===== src/rtl/riscv_run_ctrl_pkg.sv =====
// Shared definitions for the run-mode sequencer: mode codes and FSM state encoding.
// The state encoding equals the mode code so the mode output is the state register itself.
package riscv_run_ctrl_pkg;

   localparam int unsigned RUN_MODE_LEN = 2;

   localparam logic [RUN_MODE_LEN-1:0] RUN_MODE_BOOT = 2'b00;
   localparam logic [RUN_MODE_LEN-1:0] RUN_MODE_RUN  = 2'b01;
   localparam logic [RUN_MODE_LEN-1:0] RUN_MODE_HALT = 2'b10;
   localparam logic [RUN_MODE_LEN-1:0] RUN_MODE_PROG = 2'b11;

   typedef enum logic [RUN_MODE_LEN-1:0] {
      StBoot = RUN_MODE_BOOT,
      StRun  = RUN_MODE_RUN,
      StHalt = RUN_MODE_HALT,
      StProg = RUN_MODE_PROG
   } run_state_e;

endpackage


===== src/rtl/riscv_debounce.sv =====
// Button debouncer: a level must stay stable for DEBOUNCE_CYCLES samples before it is
// accepted; an accepted rising edge produces a one-cycle pulse. Input-to-pulse latency is
// DEBOUNCE_CYCLES+2 clock cycles (sync stage, counter, pulse register).
module riscv_debounce #(
   parameter int unsigned DEBOUNCE_CYCLES = 100000
) (
   input  logic clk,
   input  logic rst,
   input  logic in_i,
   output logic pulse_o
);

   localparam int unsigned CntW = $clog2(DEBOUNCE_CYCLES) + 1;
   localparam logic [CntW-1:0] CntMax = CntW'(DEBOUNCE_CYCLES - 1);

   logic            in_q;
   logic            stable_q, stable_d;
   logic            stable_prev_q;
   logic [CntW-1:0] cnt_q, cnt_d;
   logic            pulse_q;

   // Count consecutive samples that differ from the accepted level; any agreement restarts.
   always_comb begin
      stable_d = stable_q;
      cnt_d    = '0;
      if (in_q != stable_q) begin
         if (cnt_q == CntMax) begin
            stable_d = in_q;
         end else begin
            cnt_d = cnt_q + CntW'(1);
         end
      end
   end

   // Sync stage, debounce state and rising-edge pulse register.
   always_ff @(posedge clk) begin
      if (!rst) begin
         in_q          <= 1'b0;
         stable_q      <= 1'b0;
         stable_prev_q <= 1'b0;
         cnt_q         <= '0;
         pulse_q       <= 1'b0;
      end else begin
         in_q          <= in_i;
         stable_q      <= stable_d;
         stable_prev_q <= stable_q;
         cnt_q         <= cnt_d;
         pulse_q       <= stable_q & ~stable_prev_q;
      end
   end

   assign pulse_o = pulse_q;

endmodule


===== src/rtl/riscv_run_ctrl.sv =====
// Run-mode sequencer for the single-cycle core: owns CPU reset, CPU clock-enable and the
// UART-programmer reset, arbitrates memories between programming and execution, and adds
// halt / single-step debug. Optional retired-instruction counter: RUN_CTRL_CYCLE_CNT_EN.
module riscv_run_ctrl
   import riscv_run_ctrl_pkg::*;
#(
   parameter int unsigned CLK_DIV         = 1,
   parameter int unsigned BOOT_CYCLES     = 4,
   parameter int unsigned DEBOUNCE_CYCLES = 100000
) (
   input  logic                    clk,
   input  logic                    rst,
   input  logic                    start_pg,
   input  logic                    step_btn,
   input  logic                    run_sw,
   input  logic                    halt_req,
   input  logic                    upg_done,
   output logic                    cpu_en,
   output logic                    cpu_rst,
   output logic                    upg_rst,
   output logic [RUN_MODE_LEN-1:0] mode,
   output logic [31:0]             cycle_cnt
);

   localparam int unsigned DivW  = $clog2(CLK_DIV) + 1;
   localparam int unsigned BootW = $clog2(BOOT_CYCLES) + 1;
   localparam logic [DivW-1:0]  DivMax  = DivW'(CLK_DIV - 1);
   localparam logic [BootW-1:0] BootMax = BootW'(BOOT_CYCLES - 1);

   run_state_e       state_q, state_d;
   logic [DivW-1:0]  div_q, div_d;
   logic [BootW-1:0] boot_q, boot_d;
   logic             cpu_en_q, cpu_en_d;
   logic             cpu_rst_q, cpu_rst_d;
   logic             upg_rst_q, upg_rst_d;
   logic             seen_low_q, seen_low_d;
   logic             run_sw_q;
   logic             run_rise;
   logic             pg_p, step_p;

   riscv_debounce #(
      .DEBOUNCE_CYCLES(DEBOUNCE_CYCLES)
   ) u_pg_db (
      .clk    (clk),
      .rst    (rst),
      .in_i   (start_pg),
      .pulse_o(pg_p)
   );

   riscv_debounce #(
      .DEBOUNCE_CYCLES(DEBOUNCE_CYCLES)
   ) u_step_db (
      .clk    (clk),
      .rst    (rst),
      .in_i   (step_btn),
      .pulse_o(step_p)
   );

   assign run_rise = run_sw & ~run_sw_q;

   // Next state, divider/boot counters and registered output values.
   always_comb begin
      state_d    = state_q;
      div_d      = div_q;
      boot_d     = boot_q;
      cpu_en_d   = 1'b0;
      seen_low_d = seen_low_q;
      unique case (state_q)
         StBoot: begin
            if (pg_p) begin
               state_d = StProg;
               boot_d  = '0;
            end else if (boot_q == BootMax) begin
               state_d = run_sw ? StRun : StHalt;
               boot_d  = '0;
               div_d   = '0;
            end else begin
               boot_d = boot_q + BootW'(1);
            end
         end
         StRun: begin
            if (pg_p) begin
               state_d = StProg;
               div_d   = '0;
            end else if (cpu_en_q && halt_req) begin
               // The ebreak retires with this enable; no further enables follow.
               state_d = StHalt;
               div_d   = '0;
            end else if (!run_sw) begin
               state_d = StHalt;
               div_d   = '0;
            end else if (div_q == DivMax) begin
               div_d    = '0;
               cpu_en_d = 1'b1;
            end else begin
               div_d = div_q + DivW'(1);
            end
         end
         StHalt: begin
            if (pg_p) begin
               state_d = StProg;
            end else if (step_p) begin
               cpu_en_d = 1'b1;
            end else if (run_rise) begin
               state_d = StRun;
               div_d   = '0;
            end
         end
         StProg: begin
            // Only a done flag seen after a low period since entry completes programming.
            if (upg_done && seen_low_q) begin
               state_d = StBoot;
               boot_d  = '0;
            end else if (!upg_done) begin
               seen_low_d = 1'b1;
            end
         end
         default: begin
            state_d = StBoot;
         end
      endcase
      if (state_d == StProg && state_q != StProg) begin
         seen_low_d = 1'b0;
      end
      cpu_rst_d = (state_d == StBoot) || (state_d == StProg);
      upg_rst_d = (state_d != StProg);
   end

   // State and output registers with synchronous active-low reset.
   always_ff @(posedge clk) begin
      if (!rst) begin
         state_q    <= StBoot;
         div_q      <= '0;
         boot_q     <= '0;
         cpu_en_q   <= 1'b0;
         cpu_rst_q  <= 1'b1;
         upg_rst_q  <= 1'b1;
         seen_low_q <= 1'b0;
         run_sw_q   <= 1'b0;
      end else begin
         state_q    <= state_d;
         div_q      <= div_d;
         boot_q     <= boot_d;
         cpu_en_q   <= cpu_en_d;
         cpu_rst_q  <= cpu_rst_d;
         upg_rst_q  <= upg_rst_d;
         seen_low_q <= seen_low_d;
         run_sw_q   <= run_sw;
      end
   end

   assign cpu_en  = cpu_en_q;
   assign cpu_rst = cpu_rst_q;
   assign upg_rst = upg_rst_q;
   assign mode    = state_q;

`ifdef RUN_CTRL_CYCLE_CNT_EN
   logic [31:0] cycle_cnt_q, cycle_cnt_d;

   // Count retired instructions; a fresh boot restarts the count.
   always_comb begin
      cycle_cnt_d = cycle_cnt_q;
      if (state_d == StBoot && state_q != StBoot) begin
         cycle_cnt_d = '0;
      end else if (cpu_en_q) begin
         cycle_cnt_d = cycle_cnt_q + 32'd1;
      end
   end

   // Retired-instruction counter register.
   always_ff @(posedge clk) begin
      if (!rst) begin
         cycle_cnt_q <= '0;
      end else begin
         cycle_cnt_q <= cycle_cnt_d;
      end
   end

   assign cycle_cnt = cycle_cnt_q;
`else
   assign cycle_cnt = 32'd0;
`endif

endmodule

===== config.mk =====
export PLATFORM = sky130hd
export DESIGN_NAME = riscv_run_ctrl
export DESIGN_NICKNAME = d
export VERILOG_FILES = /design/src/rtl/riscv_run_ctrl_pkg.sv /design/src/rtl/riscv_debounce.sv /design/src/rtl/riscv_run_ctrl.sv
export SDC_FILE = /design/constraint.sdc
export NUM_CORES = 1
export LEC_CHECK = 0
export ABC_CLOCK_PERIOD_IN_PS = 3400
export CAP_MARGIN = 5
export CORE_MARGIN = 5
export CORE_UTILIZATION = 24
export CTS_CLUSTER_DIAMETER = 200
export DETAILED_ROUTE_END_ITERATION = 6
export GPL_ROUTABILITY_DRIVEN = 0
export HOLD_SLACK_MARGIN = 0.15
export PLACE_DENSITY_LB_ADDON = 0.1
export SYNTH_ARGS = -nofsm -noshare
export SYNTH_HDL_FRONTEND = slang
export SYNTH_SLANG_ARGS = --single-unit

===== constraint.sdc =====
create_clock -name clk -period 3.4 [get_ports clk]
set_input_delay 1.02 -clock clk [delete_from_list [all_inputs] [get_ports clk]]
set_output_delay 1.02 -clock clk [all_outputs]
set_load 0.02 [all_outputs]

==> results.txt, run 1 <==
For this design, the slowest cell found on the critical path is sky130_fd_sc_hd__clkdlybuf4s50_1. The transition time of the tightest slew-check pin came out at between 0.7 and 0.8 ns. Setup repair after global routing left no endpoint under its margin.

The worst IR drop on VDD is 177 uV. The utilization after layout came out at a little over a quarter. The final antenna-violating net count is 0. Summed over all layers, the global routing overflow is 0. STA puts the critical path data required time at between 3 and 4 ns.

The floorplan die area is approximately 13000 sq um. Counting instances in the post-synthesis netlist gives the leading cell types as 54 x sky130_fd_sc_hd__dfxtp_1, 45 x sky130_fd_sc_hd__nor2_1, 34 x sky130_fd_sc_hd__buf_4. The run finished with clean final reports. Counting both buffers and inverters, the worst setup path holds a total of 2. The first global-routing pass estimated roughly 8600 um of wire.

The number of input and output port buffers inserted is 11. Counting flops and latches in the post-synthesis netlist gives 54. In the synthesized netlist the dominant register cell turns out to be sky130_fd_sc_hd__dfxtp_1. By area, the combinational part of the netlist is dominated by simple AND/OR/NAND/NOR gates.

The async set-or-reset flop fraction in the synthesized netlist is 0%. The clock arrives with approximately 0.0088 ns of skew. The number of H-tree levels is 2. The total number of vias came out at 1907. The count of flip-flops with a built-in enable after synthesis is 0.

The iteration-0 DRC count of the detailed router came out at 79. The most common cell in the synthesized netlist is sky130_fd_sc_hd__dfxtp_1. The number of buffers added for setup after CTS came out at 0. The accumulated negative setup slack is 0 ns.

In this run the critical register-to-register path is launched from mode[0]$_SDFF_PN0_. The number of buffers created by CTS is 5. The largest stage delay on the critical path came out at around 0.53 ns. Ranked by total cell area, the synthesized netlist is headed by sky130_fd_sc_hd__dfxtp_1 40%, sky130_fd_sc_hd__buf_4 9.5%, sky130_fd_sc_hd__xnor2_1 7.2%. The number of antenna violations at the first check in global routing was 0. The number of warning messages in the yosys log is 0. The netlist uses 41 different library cells. The row count is 38. Dividing the detail-routed wire length by the instance count gives approximately 11 um. The count of cells along the worst hold path is 1. The clock reaches the later pin of the worst-skew pair after slightly above 0.3 ns. The share of the synthesized area in the top cell type is 40.4%.

The share of the synthesized netlist area taken by xor and xnor gates is a little over a tenth. The type of the worst min-delay path is register to register. The multi-input logic area is about 1400 sq um. The largest net degree at the start of global routing is 19. In this run the power density over the cells is 489 nW/um^2. The simple-gate portion of the synthesized area is approximately a quarter.

Along the worst path, the maximum fanout reaches 5. The post-route minimum period is 2.76 ns. The worst setup slack after placement came out at about 0.34 ns.

The leakage power total came out at about 1.0 nW. In the routed design, unresolved DRC markers number 0. 0 antenna diodes ended up in the layout. The critical path is of the input pin to register type. A synthesized cell averages 8.69 sq um. The synthesized netlist occupies a cell area of 2680 sq um. The final-report max-slew violation count came out at 0. Summed over all instances, the cell type with the most area after synthesis is sky130_fd_sc_hd__dfxtp_1. Fill cells in the final layout number 1194.

The complex-gate fraction of the synthesized area came out at 6.73%. After the last flow step, the layout net total stands at between 300 and 400. The final worst-path setup slack came out at roughly 0.64 ns. The I/O pin count is 44. The critical path goes through clkdlybuf4s50_1 -> a21boi_0 -> a21oi_1 -> o211ai_1 -> and2_1 -> ha_1 -> inv_1 -> o21ai_0 -> o21ai_0 -> and2_1. The core box area is ~11000 sq um. The sum of routed wire length over all layers came out at approximately 5100 um.

The fraction of met3 tracks used by global routing is 2.40%. The depth of the worst register-to-register path is 11. The share of cell area taken by muxes after synthesis came out at 1.50%. The global-route usage over all layers is between 7 and 8%.

The arrival time at the worst endpoint came out at roughly 3.0 ns. The combined flip-flop and latch cell area is around 1100 sq um. Counting every sink on the clock net gives 54.

The die height came out at between 100 and 150 um. The worst setup slack for register-to-register paths is approximately 1.3 ns. The share of the Yosys chip area taken by registers is approximately two fifths. The clock passes through at most 2 buffers. The type of element launching the critical path is an input pin.

The endpoint identified for the worst register-to-register timing path is seen_low_q$_SDFFE_PP0P_. The fraction of final layout cells sized beyond drive strength 1 came out at slightly below 5%. In this run the most critical hold path is launched from u_pg_db.stable_prev_q$_SDFF_PN0_.

The met2 track demand over resource is 13.2%. The final setup violation count is 0. The post-cts hold buffer count is 0. STA classifies the critical path endpoint as a register. The clock input transition at the sequential cells of the worst setup and hold paths is roughly 0.11 ns. The area growth from synthesis to layout is 9.77%.

Max-cap violations in this run came to 0. The floorplan die width came out at about 120 um. The path with the worst hold slack has its endpoint at u_pg_db.pulse_o$_SDFF_PN0_. The layer flagged by global routing as most heavily used is met2. The hold violation total from the final report came out at 0. The met1 usage is under 10%. The number of iterations in the first detailed-routing pass came out at 4. The tree is rooted in a sky130_fd_sc_hd__clkbuf_8. The detail-routed via count per cell is between 4 and 5.

The number of global-route vias before repair came to about 1.8k. The number of stages on the worst setup path is 10. Headroom to the max-slew limit came out at 51.1%.

Timing would allow up to 363 MHz. The estimated wirelength of the detail-placed design came out at roughly 3800 um. The cell count after synthesis came out at roughly 300. The part of the cycle the worst path needs came out at 81.1%. The initial core utilization is 24.6%. The worst slack on hold paths is 0.385 ns. The fraction of the mapped netlist area in adder cells is under 10%. The number of gates resized after CTS was 0.

TritonCTS built the clock tree. The cell family with the largest share of critical-path delay is compound AO/OA/AOI/OAI gates.
==> logic make-up after synthesis <==
kind of cell	Yosys count
fa+ha+maj	8
mux	4
other cells	1
flops	54
compound gates	25
xor+xnor	32
simple gates	132
buf+inv	52
==> placed cells by master (no fill, tap or decap), types with 3 or more instances in the layout <==
cell type,instances
sky130_fd_sc_hd__and2_1,7
sky130_fd_sc_hd__inv_1,14
sky130_fd_sc_hd__nand2_1,22
sky130_fd_sc_hd__xor2_1,10
sky130_fd_sc_hd__nor4_1,12
sky130_fd_sc_hd__a21oi_1,4
sky130_fd_sc_hd__xnor2_1,22
sky130_fd_sc_hd__clkdlybuf4s50_1,11
sky130_fd_sc_hd__dfxtp_1,54
sky130_fd_sc_hd__clkbuf_8,5
sky130_fd_sc_hd__mux2i_1,4
sky130_fd_sc_hd__conb_1,32
sky130_fd_sc_hd__nand4_1,11
sky130_fd_sc_hd__nor2_1,45
sky130_fd_sc_hd__o21ai_0,7
sky130_fd_sc_hd__nand3_1,11
sky130_fd_sc_hd__a21boi_0,3
sky130_fd_sc_hd__ha_1,8
sky130_fd_sc_hd__nor3_1,10
==> state kept, by name, summed over array words and instances (netlist names), 2 cells and up <==
| name | count |
|---|---|
| mode | 2 |
| boot_q | 3 |
| u_pg_db.cnt_q | 18 |
| u_step_db.cnt_q | 18 |
==> per-layer routing <==
layer,wire [um],up-vias,share of wire [%]
met5,0,-,0
met4,107,0,2.1
met3,285,6,5.5
met2,2330,42,45
met1,2410,859,47
li1,-,1000,-
==> layout make-up <==
cell class | instances | share of cell area, %
multi-input combinational | 233 | 47.3
sequential | 54 | 36.8
tap | 140 | 5.96
timing repair buffer | 13 | 4.26
clock buffer | 5 | 2.34
inverter | 14 | 1.79
clock inverter | 3 | 1.62
==> worst register-to-register path, cell delays in order (launching register included) <==
cell and delay [ns]:
sky130_fd_sc_hd__dfxtp_1 0.47, sky130_fd_sc_hd__ha_1 0.28, sky130_fd_sc_hd__a21boi_0 0.20, sky130_fd_sc_hd__buf_4 0.16, sky130_fd_sc_hd__a21oi_1 0.06, sky130_fd_sc_hd__o211ai_1 0.11, sky130_fd_sc_hd__and2_1 0.15, sky130_fd_sc_hd__ha_1 0.17
sky130_fd_sc_hd__inv_1 0.04, sky130_fd_sc_hd__o21ai_0 0.12, sky130_fd_sc_hd__o21ai_0 0.09, sky130_fd_sc_hd__and2_1 0.15
==> metrics by stage <==
| step | std cells | cell area [sq um] | power, mW |
|---|---|---|---|
| 6_report | 462 | 2940 | 1.44 |
| 5_1_grt | 462 | 2940 | 1.54 |
| 4_1_cts | 462 | 2940 | 1.47 |
| 3_5_place_dp | 454 | 2820 | 1.00 |
| 3_3_place_gp | 454 | 2820 | 1.01 |
| 2_1_floorplan | 339 | 2790 | 0.940 |
==> how the worst max path moves through the flow <==
stage	start	to
after floorplan	upg_done	seen_low_q$_SDFFE_PP0P_
after global placement	run_sw	seen_low_q$_SDFFE_PP0P_
after detailed placement	run_sw	seen_low_q$_SDFFE_PP0P_
after CTS	run_sw	seen_low_q$_SDFFE_PP0P_
after global routing	run_sw	seen_low_q$_SDFFE_PP0P_
final	run_sw	seen_low_q$_SDFFE_PP0P_
==> power by group <==
| group | switching, mW | internal, mW |
|---|---|---|
| clock | 0.226 | 0.225 |
| combinational | 0.180 | 0.118 |
| sequential | 0.0248 | 0.662 |
| total | 0.431 | 1.01 |
No activity file was read; power rests on OpenSTA's default activity.
==> run 2, diff against run 1 <==
--- a/config.mk
+++ b/config.mk
@@ -5,7 +5,7 @@
 export SDC_FILE = /design/constraint.sdc
 export NUM_CORES = 1
 export LEC_CHECK = 0
-export ABC_CLOCK_PERIOD_IN_PS = 3400
+export ABC_CLOCK_PERIOD_IN_PS = 2800
 export CAP_MARGIN = 5
 export CORE_MARGIN = 5
 export CORE_UTILIZATION = 24
==> constraint.sdc (replaced) <==
create_clock -name clk -period 2.8 [get_ports clk]
set_input_delay 0.84 -clock clk [delete_from_list [all_inputs] [get_ports clk]]
set_output_delay 0.84 -clock clk [all_outputs]
set_load 0.02 [all_outputs]
==> run 2 against run 1 <==
  * Cell count is 0.22% higher
  * Clock skew is 0.0046 ns higher
  * Sequential power grew 21%
==> results.txt, run 2 (synthesis gave the netlist of run 1 again) <==
In this run the worst setup path begins at run_sw. The worst slack on hold paths came out at a little under 0.4 ns. The global-route usage over all layers is 8.15%. The switching portion of total power is 30.7%. The post-route netlist has under 10% of its cells at a drive strength greater than 1. Data on the critical path is required at its endpoint by about 3.0 ns. The number of buffers on the longest clock path came out at 2.

The final routed DRC violation total is 0. TritonCTS built the clock tree. The startpoint of the worst-slack reg-to-reg timing path is mode[0]$_SDFF_PN0_. The hold violation total from the final report came out at 0. The power consumption is 1.66 mW.

Dividing the detail-routed via count by the number of cells gives ~4.2. For this block, the initial DRC count from the detailed router was 95. In this run the tightest slew margin relative to its limit is between 50 and 60%. The number of antenna violations at the first check in global routing came out at 0. The I/O pin count came out at 44. For this configuration, the core starts out at a cell density of 24.6%. The total grt overflow came out at 0. Clock skew on the completed layout was measured at approximately 0.013 ns. After floorplanning, the core was sized to cover 10900 sq um. The utilization after layout came out at 26.9%. The final setup violation count is 0. For the final routed database, the setup TNS stands at 0 ns. The sum of routed wire length over all layers came out at 5160 um.

In this run the worst hold path is classified as register to register. The post-cts hold buffer count came out at 0. The type of element launching the critical path is an input pin. The end of the critical path is seen_low_q$_SDFFE_PP0P_.

The number of H-tree levels came out at 2. The estimated wirelength of the detail-placed design came out at 3860 um. The die height came out at between 100 and 150 um. Data arrives at the worst endpoint at between 2 and 3 ns. The top cell types in the final layout, fill and taps aside, are 54 x sky130_fd_sc_hd__dfxtp_1, 45 x sky130_fd_sc_hd__nor2_1, 32 x sky130_fd_sc_hd__conb_1.

After clock tree synthesis, the repair step resized 0 gates. The number of fill cells is about 1.2k. The depth of the worst register-to-register path came out at 10.

Power spread over the standard cell area amounts to between 500 and 600 nW/um^2. The share of total power in combinational logic came out at 21.6%. Clock tree synthesis selected as its root buffer the cell sky130_fd_sc_hd__clkbuf_8. The clock input transition at the sequential cells of the worst setup and hold paths came out at 0.11 ns. Entering global routing, the biggest net connects 19 pins. The placed instances occupy a cell area of around 2800 sq um. The critical path is of the input pin to register type. The maximum clock frequency is 400 MHz. The library cell used most frequently in the layout, excluding fill and tap cells, is sky130_fd_sc_hd__dfxtp_1.

The final-report max-slew violation count is 0. The floorplan die width came out at ~120 um. The number of input and output port buffers inserted came out at 11. Setup repair after global routing left no endpoint under its margin. In the final layout, the registers with the most flip-flops are u_pg_db.cnt_q: 18 flops, u_step_db.cnt_q: 18 flops, boot_q: 3 flops. In this run, CTS created clock tree buffers numbering 5. The number of buffers added for setup after CTS came out at 0. Summed over all cells, the static leakage comes to 1.03 nW. Summing all multi-input logic gate instances after layout gives between 1000 and 1500 sq um. The clock sink total is between 50 and 60. The flow ran to the end, and the final reports show no timing, DRC or antenna violations.

Subtracting the final worst setup slack from the clock period gives roughly 2.5 ns. The largest fanout of any net on the critical path came out at 5. The area added between synthesis and finish is 9.44%. The clock network is responsible for about 28% of the overall power.

The cell area after layout came out at 2930 sq um. The final routed wire length divided by cell count came out at between 10 and 15 um. The net switching component of the power came out at 0.511 mW. The total number of vias came out at 1937. 0 antenna diodes ended up in the layout.

The final antenna-violating net count came out at 0. The worst-case IR drop observed on VDD is around 220 uV. The sequential power share came out at 50.1%. The worst flop-to-flop path endpoint is seen_low_q$_SDFFE_PP0P_. Across all register-to-register paths, the minimum setup slack is around 0.6 ns. At the pin with the least slew margin, the transition time is slightly above 0.7 ns. The floorplan die area came out at around 13000 sq um. The max-cap check violation count came out at 0. The first-pass GRT wire length came out at 8840 um. The part of the cycle the worst path needs came out at around nine tenths. The internal power of the cells totals 1.15 mW. After floorplanning, the core was divided into 38 placement rows. The number of global-route vias before repair came out at approximately 1.9k. The number of iterations in the first detailed-routing pass came out at 4.

For the worst-skew pair, the clock arrives at the later sink with an insertion delay of 0.31 ns. STA classifies the critical path endpoint as a register. The combined flip-flop and latch cell area came out at 1080 sq um. The net count reported at finish came out at about 340.
==> run 2: cell type report <==
type | instances | area share [%]
Clock buffer | 6 | 2.82
Clock inverter | 2 | 0.598
Inverter | 14 | 1.79
Multi-Input combinational cell | 233 | 47.4
Sequential cell | 54 | 36.9
Tap cell | 140 | 5.98
Timing Repair Buffer | 14 | 4.53
==> run 2: power by group through the flow <==
| stage | Sequential, mW | Combinational, mW | Clock, mW |
|---|---|---|---|
| after floorplan | 0.868 | 0.274 | 0 |
| after global placement | 0.855 | 0.368 | 0 |
| after detailed placement | 0.854 | 0.361 | 0 |
| after CTS | 0.836 | 0.363 | 0.504 |
| after global routing | 0.841 | 0.409 | 0.528 |
| final | 0.834 | 0.360 | 0.470 |
==> run 2: worst max-delay path, stage by stage <==
cell and delay (ns):
sky130_fd_sc_hd__clkdlybuf4s50_1 0.52, sky130_fd_sc_hd__a21boi_0 0.21, sky130_fd_sc_hd__buf_4 0.15, sky130_fd_sc_hd__a21oi_1 0.06, sky130_fd_sc_hd__o211ai_1 0.17, sky130_fd_sc_hd__and2_1 0.16, sky130_fd_sc_hd__ha_1 0.18, sky130_fd_sc_hd__inv_1 0.04
sky130_fd_sc_hd__o21ai_0 0.13, sky130_fd_sc_hd__o21ai_0 0.10, sky130_fd_sc_hd__and2_1 0.16
==> run 2: how the worst min path moves through the flow <==
stage / depth (start not counted) / startpoint / slack (ns) / to
2_1_floorplan: 1 / u_pg_db.stable_prev_q$_SDFF_PN0_ / 0.37 / u_pg_db.pulse_o$_SDFF_PN0_
3_3_place_gp: 1 / u_step_db.stable_prev_q$_SDFF_PN0_ / 0.38 / u_step_db.pulse_o$_SDFF_PN0_
3_5_place_dp: 1 / u_step_db.stable_prev_q$_SDFF_PN0_ / 0.38 / u_step_db.pulse_o$_SDFF_PN0_
4_1_cts: 1 / u_step_db.stable_prev_q$_SDFF_PN0_ / 0.40 / u_step_db.pulse_o$_SDFF_PN0_
5_1_grt: 1 / u_step_db.stable_prev_q$_SDFF_PN0_ / 0.41 / u_step_db.pulse_o$_SDFF_PN0_
6_report: 1 / u_step_db.stable_prev_q$_SDFF_PN0_ / 0.39 / u_step_db.pulse_o$_SDFF_PN0_
==> run 2: stage by stage <==
stage / setup WS, ns / cells
2_1_floorplan: 0.631 / 339
3_3_place_gp: 0.0123 / 455
3_5_place_dp: 0.000341 / 455
4_1_cts: 0.328 / 463
5_1_grt: 0.182 / 463
6_report: 0.301 / 463
==> run 2: routing by layer <==
layer | share of wire, % | up-vias | track usage, %
met5 | 0 | - | 0
met4 | 2.2 | 0 | 3.09
met3 | 5.2 | 8 | 2.04
met2 | 45 | 35 | 13.3
met1 | 47 | 889 | 10.4
li1 | - | 1005 | -
